<file path="config.mk">
export PLATFORM = sky130hd
export DESIGN_NAME = onetotwo_demux_stream
export DESIGN_NICKNAME = d
export VERILOG_FILES = /design/src/rtl/onetotwo_demux_stream.sv
export SDC_FILE = /design/constraint.sdc
export NUM_CORES = 1
export LEC_CHECK = 0
export CAP_MARGIN = 20
export CORE_AREA = 5 5 57 49
export CTS_BUF_LIST = sky130_fd_sc_hd__clkbuf_4 sky130_fd_sc_hd__clkbuf_8
export CTS_CLUSTER_DIAMETER = 150
export DETAILED_ROUTE_END_ITERATION = 7
export DIE_AREA = 0 0 62 54
export MAX_ROUTING_LAYER = met4
export PLACE_DENSITY_LB_ADDON = 0.2
export SLEW_MARGIN = 20
export SYNTH_ARGS = -nofsm -noshare
export SYNTH_HDL_FRONTEND = slang
export SYNTH_SLANG_ARGS = --single-unit
</file>
<file path="constraint.sdc">
create_clock -name clk -period 2.16 [get_ports clk]
set_input_delay 0.324 -clock clk [delete_from_list [all_inputs] [get_ports clk]]
set_output_delay 0.324 -clock clk [all_outputs]
set_load 0.05 [all_outputs]
</file>
<file path="src/rtl/onetotwo_demux_stream.sv">
// rtl/onetotwo_demux_stream.sv - registered 1-to-2 stream demux with packet locking (option: ONETOTWO_DEMUX_CNT_EN)
module onetotwo_demux_stream #(
  parameter int W = 8
) (
  input  logic         clk,
  input  logic         rst_n,
  input  logic [W-1:0] in_data,
  input  logic         in_sel,
  input  logic         in_last,
  input  logic         in_valid,
  output logic         in_ready,
  output logic [W-1:0] out0_data,
  output logic         out0_last,
  output logic         out0_valid,
  input  logic         out0_ready,
  output logic [W-1:0] out1_data,
  output logic         out1_last,
  output logic         out1_valid,
  input  logic         out1_ready,
  output logic         busy
`ifdef ONETOTWO_DEMUX_CNT_EN
  ,
  output logic [15:0]  cnt0,
  output logic [15:0]  cnt1
`endif
);

  typedef enum logic {
    S_IDLE   = 1'b0,
    S_LOCKED = 1'b1
  } state_t;

  state_t state;
  state_t state_next;
  logic   lock_sel;
  logic   lock_sel_next;
  logic   target;
  logic   tgt_valid;
  logic   tgt_ready;
  logic   acc;
  logic   load0;
  logic   load1;
  logic   hs0;
  logic   hs1;

  // Routing: the live select only matters on a packet's first beat; in_ready never looks at in_valid
  always_comb begin
    target    = (state == S_LOCKED) ? lock_sel : in_sel;
    tgt_valid = target ? out1_valid : out0_valid;
    tgt_ready = target ? out1_ready : out0_ready;
    in_ready  = !tgt_valid || tgt_ready;
    acc       = in_valid && in_ready;
    load0     = acc && !target;
    load1     = acc && target;
    hs0       = out0_valid && out0_ready;
    hs1       = out1_valid && out1_ready;
  end

  // Packet lock FSM: capture the select on a non-last first beat, release on the last beat
  always_comb begin
    state_next    = state;
    lock_sel_next = lock_sel;
    case (state)
      S_IDLE: begin
        if (acc && !in_last) begin
          lock_sel_next = in_sel;
          state_next    = S_LOCKED;
        end
      end
      S_LOCKED: begin
        if (acc && in_last) begin
          state_next = S_IDLE;
        end
      end
      default: begin
        state_next = S_IDLE;
      end
    endcase
  end

  // FSM state and locked destination registers
  always_ff @(posedge clk or negedge rst_n) begin
    if (!rst_n) begin
      state    <= S_IDLE;
      lock_sel <= 1'b0;
    end else begin
      state    <= state_next;
      lock_sel <= lock_sel_next;
    end
  end

  assign busy = (state == S_LOCKED);

  // Output 0 slice: a load wins over a drain so simultaneous drain+load leaves no bubble
  always_ff @(posedge clk or negedge rst_n) begin
    if (!rst_n) begin
      out0_data  <= '0;
      out0_last  <= 1'b0;
      out0_valid <= 1'b0;
    end else if (load0) begin
      out0_data  <= in_data;
      out0_last  <= in_last;
      out0_valid <= 1'b1;
    end else if (hs0) begin
      out0_valid <= 1'b0;
    end
  end

  // Output 1 slice: same behaviour as output 0
  always_ff @(posedge clk or negedge rst_n) begin
    if (!rst_n) begin
      out1_data  <= '0;
      out1_last  <= 1'b0;
      out1_valid <= 1'b0;
    end else if (load1) begin
      out1_data  <= in_data;
      out1_last  <= in_last;
      out1_valid <= 1'b1;
    end else if (hs1) begin
      out1_valid <= 1'b0;
    end
  end

`ifdef ONETOTWO_DEMUX_CNT_EN
  // Per-output beat counters, free-running with natural 16-bit wrap
  always_ff @(posedge clk or negedge rst_n) begin
    if (!rst_n) begin
      cnt0 <= 16'h0000;
      cnt1 <= 16'h0000;
    end else begin
      if (hs0) cnt0 <= cnt0 + 16'h0001;
      if (hs1) cnt1 <= cnt1 + 16'h0001;
    end
  end
`endif

endmodule
</file>
==> results.cfg <==
[sta]
max-slew-margin-rel_pct = 66.3
timing.setup.tns_ps = 0
finalSetupViolations = 0
slew_viol_final = 0
hold_viol_final = 0
worst_slew_pin_slew_ps = 505
fin_worst_skew_ps = 2.55
max_freq_ghz = 0.502
fin_crit_ps = 1990
finalCritPeriodShare_pct = 92.2
rsz0062_at_grt = false

[grt]
grt.total_usage_pct = 14.3
overflow = 0
grt_pass1_wl_um = 3310
grt_max_degree = 23
antenna_found_initial = 0
grt_pass1_vias = 654

[finish]
fin_cells = 121
fillers = 190
antenna-diode-count = 0
fin_util_pct = 60.3
multi_input_area_um2 = 364
mostFrequentLayoutCells = 35 x clkdlybuf4s50_1, 22 x dfrtp_1, 14 x mux2_4, 5 x mux2_2, 4 x buf_4
stdcell_area_um2 = 1350
drive_above_1_share_pct = 30.9
layout_commonest_cell = clkdlybuf4s50_1
area_delta_synth_final_pct = 43.6
fin_nets = 111
register_area_um2 = 551

[routing]
avgViaCountPerCell = 4.79
ant_nets = 0
drt_iter0_drc = 7
wl_per_cell_um = 16.3
vias = 580
drc = 0
dr.pass1.iters = 2
wl_um = 1970

[yosys]
synth_cell_types = 14
syn_inst = 54
syn_nets = 69
ys_ff_latch = 22
syn_avg_cell_area_um2 = 17.4
ys_seq_area_share_pct = 58.5
yosysWarnings = 0
netlist_area_um2 = 941

[place]
port_buffers = 36
place.gp.congestion = 0.710
placed_cell_area_um2 = 1330
dpl.hpwl_um = 1480
placed_cells = 118

[die]
die-area_um2 = 3350
pin_count = 37
num_rows = 16
fp.dieW_um = 62
core_um2 = 2240
die_h_um = 54
initial_utilization_pct = 42.0

[setup_path]
critPathMaxFanout = 4
path_class = flop to output port
cp.arrival_ps = 1670
critPathRequiredTime_ps = 1840
startpoint_type = flop
critPathCaptureType = output port

[outcome]
outcome = finished, final reports clean

[clock_tree]
cts_tree = built
cts_hold_repair.buffers = 0
cts_resized = 0
cts.htree.levels = 1
clock-sinks = 22
clockBufferDepth = 2
cts_inserted_buffers = 3
clk_latency_ps = 290
clkTransAtPathRegs_ps = 110
post_cts_buffers = 0
cts_root_buf = clkbuf_4

[run]
max_cap_violations = 0

[worst_hold_path]
holdCritPathClass = primary input to async pin
## area by class of cell
cell class                      count  share of cell area [%]
Clock buffer                        3                    1.67
Multi-Input combinational cell     30                    26.9
Sequential cell                    22                    40.7
Tap cell                           27                    2.50
Timing Repair Buffer               39                    28.1
## stage by stage
step | hold slack [ps] | setup WS, ps
after floorplan | 28.4 | 323
after global placement | 469 | 271
after detailed placement | 493 | 226
after CTS | 358 | 148
after global routing | 366 | 78.3
final | 358 | 168
## cells in the mapped netlist
cell	instances	share of area [%]
dfrtp_1	22	59
nand3_2	1	1.1
a31o_1	1	0.93
nand2_1	2	0.80
a21oi_1	1	0.53
mux2_1	1	1.2
buf_6	1	1.2
nand3b_4	1	2.1
a211oi_2	1	1.3
buf_8	1	1.6
nand2b_1	2	1.3
mux2_4	14	22
mux2i_1	1	1.1
mux2_2	5	6.0
## registers in the layout (all words and copies together) (netlist names), named ones only
name        count
lock_sel        1
out0_data       8
out0_last       1
out0_valid      1
out1_data       8
out1_last       1
out1_valid      1
## worst max-delay path, cell delays in order, from the launching register on
cell,delay [ps]
dfrtp_1,450
mux2i_1,350
mux2_2,380
buf_4,190
## layer usage
layer / routed length (µm) / GRT usage, % / vias to the layer above
met5: 0 / - / -
met4: 0 / 3.89 / 0
met3: 129 / 5.28 / 0
met2: 1040 / 23.6 / 20
met1: 809 / 16.2 / 291
li1: - / - / 269
## final timing paths
kind | to | slack (ps) | cells after the start
max | in_ready | 170 | 3
min | out1_data[0] | 360 | 2
max reg2reg | out1_data[1] | 460 | 4
min reg2reg | out0_data[1] | 510 | 1
max in group asynchronous | out0_data[6] | 1580 | 2
min in group clk | out0_data[1] | 510 | 1
## kinds of logic after synthesis
family	after synthesis	share of synthesized area, %
AOI/OAI and AO/OA	3	2.79
and+or+nand+nor	6	5.32
buffers and inverters	2	2.79
DFF	22	58.5
muxes	21	30.6
Power is not shown: default switching activity piles up to over one toggle a cycle in this logic, so the estimate is an artifact.
